==> src/rtl/pipeline_ctrl_pkg.sv <==
// Shared types and constants for the pipeline stall/flush sequencer.
// Stage registers use NOP_INSTR when they load a bubble.
package pipeline_ctrl_pkg;

  typedef enum logic [1:0] {
    RUN      = 2'd0,
    MEM_WAIT = 2'd1,
    MC_WAIT  = 2'd2
  } ctrl_state_t;

  typedef struct packed {
    logic pc_en;
    logic ifid_en;
    logic ifid_flush;
    logic idex_en;
    logic idex_flush;
    logic exmem_en;
    logic exmem_flush;
    logic memwb_en;
  } stage_ctrl_t;

  localparam logic [31:0] NOP_INSTR = 32'h0000_0013;

  // The packed layout of stage_ctrl_t determines each bit position below.
  localparam stage_ctrl_t CTRL_IDLE    = 8'b0000_0000;
  localparam stage_ctrl_t CTRL_FLOW    = 8'b1101_0101;
  localparam stage_ctrl_t CTRL_FREEZE  = 8'b0000_0000;
  localparam stage_ctrl_t CTRL_MC_HOLD = 8'b0000_0111;
  localparam stage_ctrl_t CTRL_BRANCH  = 8'b1111_1101;
  localparam stage_ctrl_t CTRL_LOADUSE = 8'b0001_1101;

  // Map the unused encoding back onto RUN so the FSM always recovers.
  function automatic ctrl_state_t legalize_state(input ctrl_state_t s);
    case (s)
      RUN, MEM_WAIT, MC_WAIT: legalize_state = s;
      default:                legalize_state = RUN;
    endcase
  endfunction

endpackage

==> src/rtl/pipeline_controller_sat_counter.sv <==
// Saturating up-counter: holds at all-ones once reached.
module sat_counter #(
  parameter int WIDTH = 32
) (
  input  logic             clk,
  input  logic             rst,
  input  logic             inc,
  output logic [WIDTH-1:0] count
);

  always_ff @(posedge clk or posedge rst) begin
    if (rst) begin
      count <= '0;
    end else if (inc && (count != {WIDTH{1'b1}})) begin
      count <= count + 1'b1;
    end
  end

endmodule

==> src/rtl/pipeline_controller.sv <==
// Stall/flush sequencer for the 5-stage pipeline: resolves load-use, taken
// branch, data-memory wait and multi-cycle EX hazards; keeps perf counters.
module pipeline_controller
  import pipeline_ctrl_pkg::*;
#(
  parameter int REG_SIZE  = 5,
  parameter int CNT_WIDTH = 32,
  parameter int TIMEOUT   = 1024
) (
  input  logic                 clk,
  input  logic                 rst,
  input  logic [REG_SIZE-1:0]  id_rs1,
  input  logic [REG_SIZE-1:0]  id_rs2,
  input  logic                 id_uses_rs1,
  input  logic                 id_uses_rs2,
  input  logic                 ex_memRead,
  input  logic [REG_SIZE-1:0]  ex_rd,
  input  logic                 ex_branch_taken,
  input  logic                 ex_mc_start,
  input  logic                 ex_mc_done,
  input  logic                 mem_req,
  input  logic                 mem_ready,
  output logic                 pc_en,
  output logic                 ifid_en,
  output logic                 idex_en,
  output logic                 exmem_en,
  output logic                 memwb_en,
  output logic                 ifid_flush,
  output logic                 idex_flush,
  output logic                 exmem_flush,
  output logic [1:0]           state_o,
  output logic [CNT_WIDTH-1:0] stall_cnt,
  output logic [CNT_WIDTH-1:0] flush_cnt,
  output logic                 mem_timeout
);

  localparam int WAIT_W = $clog2(TIMEOUT) + 1;
  localparam logic [WAIT_W-1:0] WAIT_LAST = WAIT_W'(TIMEOUT - 1);

  ctrl_state_t       state_q;
  ctrl_state_t       state_eff;
  ctrl_state_t       state_d;
  stage_ctrl_t       ctrl;
  logic              memfreeze;
  logic              loaduse;
  logic              mc_pending;
  logic              branch_fire;
  logic [WAIT_W-1:0] wait_cnt;

  assign memfreeze  = mem_req && !mem_ready;
  assign mc_pending = ex_mc_start && !ex_mc_done;
  assign loaduse    = ex_memRead && (ex_rd != '0) &&
                      (((ex_rd == id_rs1) && id_uses_rs1) ||
                       ((ex_rd == id_rs2) && id_uses_rs2));
  assign state_eff  = legalize_state(state_q);

  always_ff @(posedge clk or posedge rst) begin
    if (rst) begin
      state_q <= RUN;
    end else begin
      state_q <= state_d;
    end
  end

  always_comb begin
    state_d = state_eff;
    case (state_eff)
      RUN: begin
        if (memfreeze) begin
          state_d = MEM_WAIT;
        end else if (mc_pending) begin
          state_d = MC_WAIT;
        end
      end
      MEM_WAIT: begin
        if (!memfreeze) begin
          state_d = mc_pending ? MC_WAIT : RUN;
        end
      end
      MC_WAIT: begin
        if (ex_mc_done && !memfreeze) begin
          state_d = RUN;
        end
      end
      default: state_d = RUN;
    endcase
  end

  always_comb begin
    ctrl        = CTRL_FLOW;
    branch_fire = 1'b0;
    if (memfreeze) begin
      ctrl = CTRL_FREEZE;
    end else if ((state_eff == MC_WAIT) && !ex_mc_done) begin
      ctrl = CTRL_MC_HOLD;
    end else if (ex_branch_taken) begin
      ctrl        = CTRL_BRANCH;
      branch_fire = 1'b1;
    end else if (loaduse) begin
      ctrl = CTRL_LOADUSE;
    end
    // Nothing moves and nothing is counted while reset is held.
    if (rst) begin
      ctrl        = CTRL_IDLE;
      branch_fire = 1'b0;
    end
  end

  assign pc_en       = ctrl.pc_en;
  assign ifid_en     = ctrl.ifid_en;
  assign ifid_flush  = ctrl.ifid_flush;
  assign idex_en     = ctrl.idex_en;
  assign idex_flush  = ctrl.idex_flush;
  assign exmem_en    = ctrl.exmem_en;
  assign exmem_flush = ctrl.exmem_flush;
  assign memwb_en    = ctrl.memwb_en;
  assign state_o     = state_q;

  // Timeout flags a stuck access but does not unfreeze the pipeline.
  always_ff @(posedge clk or posedge rst) begin
    if (rst) begin
      wait_cnt    <= '0;
      mem_timeout <= 1'b0;
    end else if ((state_eff == MEM_WAIT) && memfreeze) begin
      if (wait_cnt == WAIT_LAST) begin
        mem_timeout <= 1'b1;
      end else begin
        wait_cnt <= wait_cnt + 1'b1;
      end
    end else begin
      wait_cnt <= '0;
    end
  end

  sat_counter #(.WIDTH(CNT_WIDTH)) u_stall_cnt (
    .clk   (clk),
    .rst   (rst),
    .inc   (!ctrl.pc_en && !rst),
    .count (stall_cnt)
  );

  sat_counter #(.WIDTH(CNT_WIDTH)) u_flush_cnt (
    .clk   (clk),
    .rst   (rst),
    .inc   (branch_fire),
    .count (flush_cnt)
  );

endmodule

==> config.mk <==
export PLATFORM = sky130hd
export DESIGN_NAME = pipeline_controller
export DESIGN_NICKNAME = d
export VERILOG_FILES = /design/src/rtl/pipeline_ctrl_pkg.sv /design/src/rtl/pipeline_controller_sat_counter.sv /design/src/rtl/pipeline_controller.sv
export SDC_FILE = /design/constraint.sdc
export NUM_CORES = 1
export LEC_CHECK = 0
export CORE_ASPECT_RATIO = 0.5
export CORE_UTILIZATION = 45
export DETAILED_ROUTE_END_ITERATION = 16
export PLACE_DENSITY = 0.85
export SLEW_MARGIN = 20
export SYNTH_ARGS = -nofsm -noshare
export SYNTH_HDL_FRONTEND = slang
export SYNTH_HIERARCHICAL = 1
export SYNTH_SLANG_ARGS = --single-unit
==> constraint.sdc <==
create_clock -name clk -period 2.4 [get_ports clk]
set_input_delay 0.36 -clock clk [delete_from_list [all_inputs] [get_ports clk]]
set_output_delay 0.36 -clock clk [all_outputs]
set_load 0.05 [all_outputs]
# Yosys cells after proc, flatten, opt, wreduce, memory -nomap -nowiden
# Cells that the tools add are included.
# op_classes
n_addsub	3
multipliers	0
div_mod_pow	0
n_lt_le_gt_ge	0
n_eq_ne	10
n_shift	0
mux	18
n_bitwise	0
reduce_logical	23
# ops
cell	n
$add 32x1->32 const B	2
$ne 32x32->1 const B	2
$mux 8	5
$mux 11	2
$logic_and 1x1->1	12
$mux 2	6
$add 11x1->11 const B	1
$eq 11x10->1 const B	1
$eq 5x5->1	2
$pmux 2 s3	1
$logic_not 1->1	5
$reduce_bool 5->1	1
$eq 2x1->1 const B	2
$eq 2x2->1 const B	2
$logic_not 2->1	2
$mux 1	4
$reduce_or 3->1	1
$ne 2x2->1 const B	1
$reduce_and 2->1	1
$logic_or 1x1->1	1
# totals
reg_bits	78
latchBits	0
ram_bits	0
mem_bits_ro	0
inputBits	25
out_inout_bits	75
wordCells	59
n_memories	0

# Logic depth before layout (Yosys ltp)
# depth
ltp_word	12
depth_mapped	12
depth_no_buf	11

# Modules after synthesis
# Netlist, hierarchy kept.
# modules_own_cells
module	n_inst	cells_each	area_per_inst_um2
sat_counter	2	139	1561.5
pipeline_controller	1	109	980.9

# Worst setup path before layout
# Ideal clock, no wire load.
# synth_timing
kind	register to register
start	register state_q[0], in the netlist state_o[0]
end	register u_flush_cnt.count[21]
setup_time_ps	142
arrival_time_ps	4411
required_ps	2258
slack_ps	-2153
path_stages_with_launch	13
path_buffers	1
period_less_slack_ps	4553
path_cell_list	dfrtp_1 -> inv_1 -> ha_1 -> nor2b_1 -> nor3_1 -> nand2_1 -> inv_1 -> clkbuf_2 -> nand3_1 -> or4_4 -> a311oi_4 -> nand4_1 -> xnor2_1
# synth_via
elab_chain_len	9
elab_cells_between_ends	11
classes_between	eq/ne: 3; mux: 4; reduce/logical: 4
# synth_lines
item	line_no	source
start, declared	pipeline_controller.sv:40	ctrl_state_t state_q;
start signal, assigned	pipeline_controller.sv:61	state_q <= state_d;
$eq 2x1->1 (tied with other cells)	pipeline_ctrl_pkg.sv:34	case (s)
$reduce_or 3->1	pipeline_ctrl_pkg.sv:34	
$mux 2 *	pipeline_ctrl_pkg.sv:34	
$eq 2x2->1 *	pipeline_controller.sv:94	end else if ((state_eff == MC_WAIT) && !ex_mc_done) begin
$logic_and 1x1->1 *	pipeline_controller.sv:94	
$mux 1 *	pipeline_controller.sv:94	
$mux 1 *	pipeline_controller.sv:92	if (memfreeze) begin
$mux 1 *	pipeline_controller.sv:103	if (rst) begin
$logic_and 1x1->1 *	pipeline_controller_sat_counter.sv:14	end else if (inc && (count != {WIDTH{1'b1}})) begin
end signal, assigned	pipeline_controller_sat_counter.sv:15	count <= count + 1'b1;
end, declared	pipeline_controller_sat_counter.sv:8	output logic [WIDTH-1:0] count
# Every way passes the cells marked *; elsewhere a longest branch is shown, timed or not.
# A chain may end at the register's enable or synchronous reset.

# Worst setup path after layout
# layout_timing
start	register state_q[1], in the netlist state_o[1]
end	register u_flush_cnt.count[29]
# Same word-level chain as after synthesis.

==> metrics.txt <==
Synth area leaders=dfrtp_1 (48%), xnor2_1 (12%), nand3_1 (5.6%); placed cell count=636; clock buffer depth=2; share of cells above drive strength 1=26.5%; row cnt=24; CP Capture Type=register; Synth Area per Inst=10.6 um2; first-pass GRT wire length=18800 um; full die area=0.00953 mm2; GRT Total Usage=25.6%; H-tree levels=3; Setup Skew=8.77 ps; # diodes=0; gr ovfl total=0; gpl congestion=0.837; clk_lat worst skew=330 ps; outcome=finished, violations left; sequential share of the synthesized area=47.6%; min cycle time layout=2670 ps; TritonCTS clock tree=built; Area after DPL=0.00565 mm2; pin count of the biggest net entering global routing=33; max cap viols=0; antenna violations before repair=0; Period Utilization, post-route=111%; final hold slack=466 ps; Mapped Cells=387; setup tns final=-5630 ps; Syn Nets=418; Net count, final=578; area added between synthesis and finish=52.6%; CP startpoint kind=register; number of flops mapped to enable cells by yosys=0; Pwr Total=4.24 mW; async set-reset flop share out of synthesis=100%; cell taking the most area after synthesis=dfrtp_1; ANT nets after route=0; Via density=5.69; starting density of the core=46.8%; commonest cells after routing, fill and taps aside=clkdlybuf4s50_1 (76), dfrtp_1 (76), xnor2_1 (53), buf_4 (52), nand3_1 (36); final cell count without fillers=667; failing checks=negative setup slack; I/O Buffers=99; Die X=137 um; Main synth FF type=dfrtp_1; CTS Buf Count=9; WHS Path Cells=1; worst r2r src=state_o[1]; sink of the worst hold path=mem_timeout; post-synth cell types=46; crit-path max FO=5; RSZ-0062 raised after global routing=true; DRC=0; clock root buffer=clkbuf_16; Routed WL=11900 um; Reg2Reg Depth=12; Max transition margin=63.1%; f_max=375 MHz; CP arrival=2880 ps; IO Pins=100; first-pass detailed-route iteration total=5; wire length per cell=17.8 um; warning count from the yosys run=6; initial drt markers=230; FF+latch count, synth=78; Final setup viols=30; WP data required=2620 ps; Hold Startpoint=mem_timeout; area share of the largest cell type after synthesis=47.6%; DP HPWL=7530 um; vias in the first global route=3796; Crit Path Class=register to register; Worst IR Drop VDD=0.598 mV; core footprint=0.00877 mm2; final hold vios=0; leakage=2.67 nW; worst slack, placed=-795 ps; worst-margin pin slew=549 ps; Die Y=69.5 um; Hold Crit Class=register to register; pwr dens=677 mW/mm2; FF-to-FF End=u_flush_cnt/count[29]; Mapped Area=0.00410 mm2; Finished Cell Area=0.00626 mm2; fin. max-slew vios=0; final worst slack=-266 ps; reg-to-reg setup timing slack=-270 ps; clk sinks=78; CTS clk-pin slew, worst paths=60 ps; Util after Layout=71.4%; detailed-route via count=3794
-- worst max path at each step --
stage                     from                     to  slack (ps)  depth (start not counted)
floorplan           state_o[0]  u_flush_cnt/count[23]        -970                         12
global placement      ex_rd[0]  u_stall_cnt/count[30]        -630                         12
detailed placement    ex_rd[3]  u_stall_cnt/count[31]        -790                         11
CTS                 state_o[0]  u_stall_cnt/count[31]        -200                         11
global route        state_o[1]  u_flush_cnt/count[21]        -370                         12
finish              state_o[1]  u_flush_cnt/count[29]        -270                         12
-- layer usage --
layer | share of wire, % | up-vias | GRT usage [%]
met3 | 5.3 | 29 | 6.07
li1 | - | 1738 | -
met2 | 52 | 132 | 44.2
met1 | 40 | 1895 | 31.5
met5 | 0 | - | 0
met4 | 2.3 | 0 | 8.67
-- worst max-delay path, stage by stage, from the launching register on --
cell	delay (ps)
dfrtp_2	420
ha_4	170
nor2b_4	130
buf_6	120
nor3_4	200
nand2_2	100
clkinvlp_4	100
nand3_2	70
or4_4	430
a311oi_4	360
clkbuf_16	230
nand3_2	80
xnor2_1	130
-- kinds of logic after synthesis --
group                    count (synthesis)  synth area share (%)
flip-flops                              78                  47.6
buffers and inverters                   19                  1.98
adder cells (fa/ha/maj)                  6                  1.83
multiplexers                             6                  1.55
XOR/XNOR                                69                  14.7
AND/OR/NAND/NOR                        171                  24.0
AO/OA/AOI/OAI                           38                  8.32
-- where the power goes --
group	internal [mW]	switching, mW
logic	0.515	0.737
clock network	0.899	0.516
registers	1.42	0.152
total	2.83	1.41
-- layout make-up --
type	instances	area [um2]
clock inverter	4	73.8
clock buffer	10	229
multi-input combinational	290	2320
inverter	11	45.0
tap	117	146
fill	601	2510
sequential	78	1950
timing repair buffer	157	1500
-- sequential cells by signal, indices dropped and copies added (netlist names) --
signal and flops:
u_stall_cnt/count 32, mem_timeout 1, u_flush_cnt/count 32, wait_cnt 11, state_o 2
-- Yosys cell counts, drive strengths merged (5+ instances only) --
library cell,instances
and3,22
nand2,27
a31oi,6
inv,11
nor4,7
nor3,5
nand3,47
xor2,14
ha,6
nor2,19
clkbuf,6
xnor2,55
o21ai,5
nand4,23
a21oi,8
dfrtp,78
-- repair_timing --
action,4_1_cts,5_1_grt
gates cloned,0,1
pin swaps,24,32
hold buffers,0,0
setup endpoints to repair,35,43
gates resized for setup,42,36
buffers inserted,15,8
(Power assumes the default switching activity.)
